File: config.mk
export PLATFORM = sky130hd
export DESIGN_NAME = popcnt_frame_acc
export DESIGN_NICKNAME = d
export VERILOG_FILES = /design/src/rtl/popcnt_frame_acc.sv
export SDC_FILE = /design/constraint.sdc
export NUM_CORES = 1
export LEC_CHECK = 0
export ABC_CLOCK_PERIOD_IN_PS = 6800
export BUFFER_PORTS_ARGS = -buffer_cell sky130_fd_sc_hd__buf_2
export CORE_MARGIN = 2
export CORE_UTILIZATION = 56
export DETAILED_ROUTE_END_ITERATION = 10
export PLACE_DENSITY = 0.84
export SETUP_SLACK_MARGIN = 0.15
export SLEW_MARGIN = 15
export SYNTH_ARGS = -nofsm -noshare
export SYNTH_HDL_FRONTEND = slang
export SYNTH_SLANG_ARGS = --single-unit
export TNS_END_PERCENT = 10
File: constraint.sdc
create_clock -name clk -period 6.8 [get_ports clk]
set_clock_uncertainty 0.2 [all_clocks]
set_input_delay 1.36 -clock clk [delete_from_list [all_inputs] [get_ports clk]]
set_output_delay 1.36 -clock clk [all_outputs]
set_load 0.05 [all_outputs]
File: src/rtl/popcnt_frame_acc.sv
// Framed population-count accumulator: sums set bits per frame over valid/ready.
// Optional macro POPCNT_FRAME_ACC_PIPE_EN adds a popcnt register stage and CLOSE state.
module popcnt_frame_acc #(
    parameter int W         = 32,
    parameter int MAX_BEATS = 256
) (
    input  logic                                  clk,
    input  logic                                  rst_n,
    input  logic                                  in_vld,
    input  logic [W-1:0]                          in_data,
    input  logic                                  in_last,
    output logic                                  in_rdy,
    output logic                                  out_vld,
    output logic [$clog2(W*MAX_BEATS):0]          out_cnt,
    output logic [$clog2(MAX_BEATS):0]            out_beats,
    output logic                                  out_ovf,
    input  logic                                  out_rdy
);

    localparam int CW = $clog2(W*MAX_BEATS) + 1;
    localparam int BW = $clog2(MAX_BEATS) + 1;
    localparam int PW = $clog2(W) + 1;

    localparam logic [1:0] S_IDLE  = 2'd0;
    localparam logic [1:0] S_ACC   = 2'd1;
    localparam logic [1:0] S_HOLD  = 2'd2;
`ifdef POPCNT_FRAME_ACC_PIPE_EN
    localparam logic [1:0] S_CLOSE = 2'd3;
`endif

    function automatic logic [PW-1:0] popcnt(input logic [W-1:0] d);
        logic [PW-1:0] c;
        c = '0;
        for (int i = 0; i < W; i++) begin
            c = c + PW'(d[i]);
        end
        return c;
    endfunction

    logic [1:0]    r_state;
    logic [1:0]    w_nxt;
    logic          r_in_rdy;
    logic [CW-1:0] r_acc;
    logic [BW-1:0] r_beats;
    logic          r_ovf;
    logic [CW-1:0] r_out_cnt;
    logic [BW-1:0] r_out_beats;
    logic          r_out_ovf;

    logic          w_accept;
    logic          w_out_hs;
    logic [PW-1:0] w_pc;
    logic          w_s_vld;
    logic          w_s_last;
    logic [PW-1:0] w_s_cnt;
    logic [CW:0]   w_sum;
    logic          w_sat;
    logic [CW-1:0] w_acc_nxt;
    logic          w_full;
    logic [BW-1:0] w_beats_nxt;
    logic          w_ovf_nxt;

    assign w_accept = in_vld && r_in_rdy;
    assign w_out_hs = (r_state == S_HOLD) && out_rdy;
    assign w_pc     = popcnt(in_data);

`ifdef POPCNT_FRAME_ACC_PIPE_EN
    logic          r_p_vld;
    logic          r_p_last;
    logic [PW-1:0] r_p_cnt;

    // Register the per-beat count so the adder sees a clean input.
    always_ff @(posedge clk or negedge rst_n) begin
        if (!rst_n) begin
            r_p_vld  <= 1'b0;
            r_p_last <= 1'b0;
            r_p_cnt  <= '0;
        end else begin
            r_p_vld  <= w_accept;
            r_p_last <= in_last;
            r_p_cnt  <= w_pc;
        end
    end

    assign w_s_vld  = r_p_vld;
    assign w_s_last = r_p_last;
    assign w_s_cnt  = r_p_cnt;
`else
    assign w_s_vld  = w_accept;
    assign w_s_last = in_last;
    assign w_s_cnt  = w_pc;
`endif

    assign w_sum       = {1'b0, r_acc} + (CW+1)'(w_s_cnt);
    assign w_sat       = w_sum[CW];
    assign w_acc_nxt   = w_sat ? {CW{1'b1}} : w_sum[CW-1:0];
    assign w_full      = (r_beats == BW'(MAX_BEATS));
    assign w_beats_nxt = w_full ? r_beats : r_beats + 1'b1;
    assign w_ovf_nxt   = r_ovf | w_full | w_sat;

    // Next-state decode driven by input accepts and the output handshake.
    always_comb begin
        w_nxt = r_state;
        case (r_state)
            S_IDLE, S_ACC: begin
                if (w_accept) begin
`ifdef POPCNT_FRAME_ACC_PIPE_EN
                    w_nxt = in_last ? S_CLOSE : S_ACC;
`else
                    w_nxt = in_last ? S_HOLD : S_ACC;
`endif
                end
            end
`ifdef POPCNT_FRAME_ACC_PIPE_EN
            S_CLOSE: w_nxt = S_HOLD;
`endif
            S_HOLD: begin
                if (out_rdy) w_nxt = S_IDLE;
            end
            default: w_nxt = S_IDLE;
        endcase
    end

    // State register and registered ready (low in reset, high after first edge).
    always_ff @(posedge clk or negedge rst_n) begin
        if (!rst_n) begin
            r_state  <= S_IDLE;
            r_in_rdy <= 1'b0;
        end else begin
            r_state  <= w_nxt;
            r_in_rdy <= (w_nxt == S_IDLE) || (w_nxt == S_ACC);
        end
    end

    // Running frame accumulator; cleared once the result is taken.
    always_ff @(posedge clk or negedge rst_n) begin
        if (!rst_n) begin
            r_acc   <= '0;
            r_beats <= '0;
            r_ovf   <= 1'b0;
        end else if (w_out_hs) begin
            r_acc   <= '0;
            r_beats <= '0;
            r_ovf   <= 1'b0;
        end else if (w_s_vld && !w_s_last) begin
            r_acc   <= w_acc_nxt;
            r_beats <= w_beats_nxt;
            r_ovf   <= w_ovf_nxt;
        end
    end

    // Result registers load on the closing beat and hold afterwards.
    always_ff @(posedge clk or negedge rst_n) begin
        if (!rst_n) begin
            r_out_cnt   <= '0;
            r_out_beats <= '0;
            r_out_ovf   <= 1'b0;
        end else if (w_s_vld && w_s_last) begin
            r_out_cnt   <= w_acc_nxt;
            r_out_beats <= w_beats_nxt;
            r_out_ovf   <= w_ovf_nxt;
        end
    end

    assign in_rdy    = r_in_rdy;
    assign out_vld   = (r_state == S_HOLD);
    assign out_cnt   = r_out_cnt;
    assign out_beats = r_out_beats;
    assign out_ovf   = r_out_ovf;

endmodule

==> results.yml <==
clocking:
  insertion_delay_ns: 0.31
  cts_hold_buf: 0
  cts_tree: "built"
  root_buffer: "clkbuf_8"
  cts.htree.levels: 2
  cts.sinks: 51
  cts_max_path_buffers: 2
  clkSlewWorstSetupHoldPaths_ns: 0.10
  cts_made_buffers: 5
place:
  place_congestion: 0.847
  io_buffers: 62
  dp_hpwl_um: 5350
  dp.cells: 489
  placed_area_um2: 3840
synth:
  syn-cell-area_um2: 3460
  synth_flop_cell: "dfrtp_1"
  synth_cells: 362
  ys_seq_area_share_pct: 36.8
  synth_seq_cells: 51
  ys_warn_count: 0
  synth_nets: 442
  ys_types: 47
  postSynth.asyncResetShare_pct: 100
  syn_area_per_cell_um2: 9.57
  synth_edf_count: 0
worst_setup_path:
  worst_setup_path_end_kind: "register"
  crit_type: "in -> reg"
  path_max_fanout: 5
  cp.required_ns: 6.80
  start_kind: "input port"
  crit_arrival_ns: 6.54
timing:
  finalCritPeriodShare_pct: 96.1
  finalCriticalPeriod_ns: 6.53
  hold_ws_ns: 0.267
  setup-violations-final: 0
  slew_viol_final: 0
  slew_headroom_pct: 57.1
  tightest_slew_ns: 0.637
  setup-tns-final_ns: 0
  fmax_ghz: 0.153
  hold_viol: 0
  rsz0062_at_grt: "no"
die:
  start_util_pct: 58.2
  die-width_um: 82.6
  die_h_um: 82.6
  dieArea_um2: 6830
  core_um2: 5960
  rows: 28
  num_io_pins: 63
global_route:
  grt_max_degree: 52
  antenna_found_initial: 0
  grt_pass1_wl_um: 11600
  track_usage_pct: 22.3
  grt_overflow: 0
  grt_pass1_vias: 2463
routing:
  viasPerCell: 5.57
  drcViolationCount: 0
  drt_iter0_drc: 260
  drt-pass1-iter-count: 4
  routed_wl_um: 7440
  vias: 2784
  wl_per_cell_um: 14.9
  detail-route-antenna-nets: 0
finish:
  stdcell_area_um2: 4010
  regArea_um2: 1280
  final_nets: 504
  multiInputGateArea_um2: 1980
  fillCellCount: 469
  n_antenna_cell: 0
  drive_gt1_share_pct: 20.0
  final_cells: 500
  syn_to_final_growth_pct: 15.8
status:
  status: "finished clean"
job:
  cap_viol_max_count: 0
hold_path:
  hold_class: "reg -> reg"
through the flow:
step | setup slack (ns) | util, %
after global placement | 0.00950 | 64.5
after detailed placement | -0.0825 | 64.5
after floorplan | 0.234 | -
after global routing | 0.139 | 67.3
final | 0.265 | 67.3
after CTS | 0.205 | 66.5
kinds of logic after synthesis:
| group | count (synthesis) | share of synthesized area (%) |
|---|---|---|
| xor gates and xnor gates | 14 | 3.54 |
| muxes | 6 | 1.77 |
| DFF | 51 | 36.8 |
| and+or+nand+nor | 102 | 14.5 |
| buffers and inverters | 58 | 6.39 |
| AOI/OAI and AO/OA | 88 | 15.8 |
| adders and majority gates | 43 | 21.2 |
worst max-delay path: stages:
cell and delay (ns):
buf_2 0.11, fa_1 0.53, inv_1 0.05, fa_1 0.53, fa_1 0.45, fa_1 0.49
fa_1 0.54, fa_1 0.43, fa_1 0.41, fa_1 0.41, and2b_1 0.28, o2111ai_4 0.18
a31oi_4 0.27, buf_12 0.14, mux2i_1 0.09, mux2_2 0.28
final timing paths:
check	startpoint	endpoint	slack (ns)	cells past startpoint
hold / removal	r_state[1]	r_state[0]	0.27	1
max in group asynchronous	rst_n	out_cnt[6]	5.11	1
setup / recovery	in_data[0]	out_cnt[8]	0.27	16
setup reg to reg	r_acc[0]	out_cnt[8]	1.54	14
hold reg to reg	r_state[1]	r_state[0]	0.27	1
min in group asynchronous	rst_n	out_beats[7]	0.86	1
flip-flops by register name (all words and copies together) (netlist names):
name       count
out_cnt       14
r_ovf          1
in_rdy         1
r_beats        9
out_beats      9
r_state        2
out_ovf        1
r_acc         14
placed cells by master, fill, tap and decap left out, drive strengths merged, types with 2 or more instances in the layout:
master / instances
o31ai: 3
nor4b: 2
mux2i: 5
and3: 6
a31oi: 7
clkbuf: 7
o21ai: 34
and2: 4
or3: 8
a21o: 3
buf: 68
a311oi: 2
o21a: 3
nand2: 36
nor2: 19
dfrtp: 51
nand3: 8
inv: 45
fa: 26
nor2b: 2
xnor2: 10
nor3: 7
nand2b: 2
ha: 17
xor2: 4
a21oi: 28
a211oi: 4
metal layers:
layer  track usage, %  up-vias  part of all wire [%]
met1             31.3     1346                    43
met4             4.75        0                   1.4
li1                 -     1341                     -
met2             35.4       83                    50
met3             5.33       14                   5.3
met5                0        -                     0
layout make-up:
cell class	count	area share, %
inverter	44	4.12
clock inverter	2	0.968
timing repair buffer	69	9.36
multi-input combinational	253	49.3
tap	75	2.34
sequential	51	31.8
clock buffer	6	2.06
timing repair:
item,4_1_cts,5_1_grt
gates resized for setup,0,1
buffers inserted,0,3
setup endpoints to repair,0,9
Yosys cell counts, drive strengths merged (7+ instances only):
cell	number	area, µm²
dfrtp	51	1280
inv	44	165
nand2	36	135
o21ai	34	170
a21oi	28	140
fa	26	521
nor2	19	71.3
ha	17	213
clkbuf	12	45.0
xnor2	10	87.6
nand3	8	45.0
or3	8	50.1
a31oi	7	58.8
nor3	7	35.0
Power is left out: the tool's default activity adds up to more than one toggle a clock period on the data nets, which glitch-free logic cannot reach.
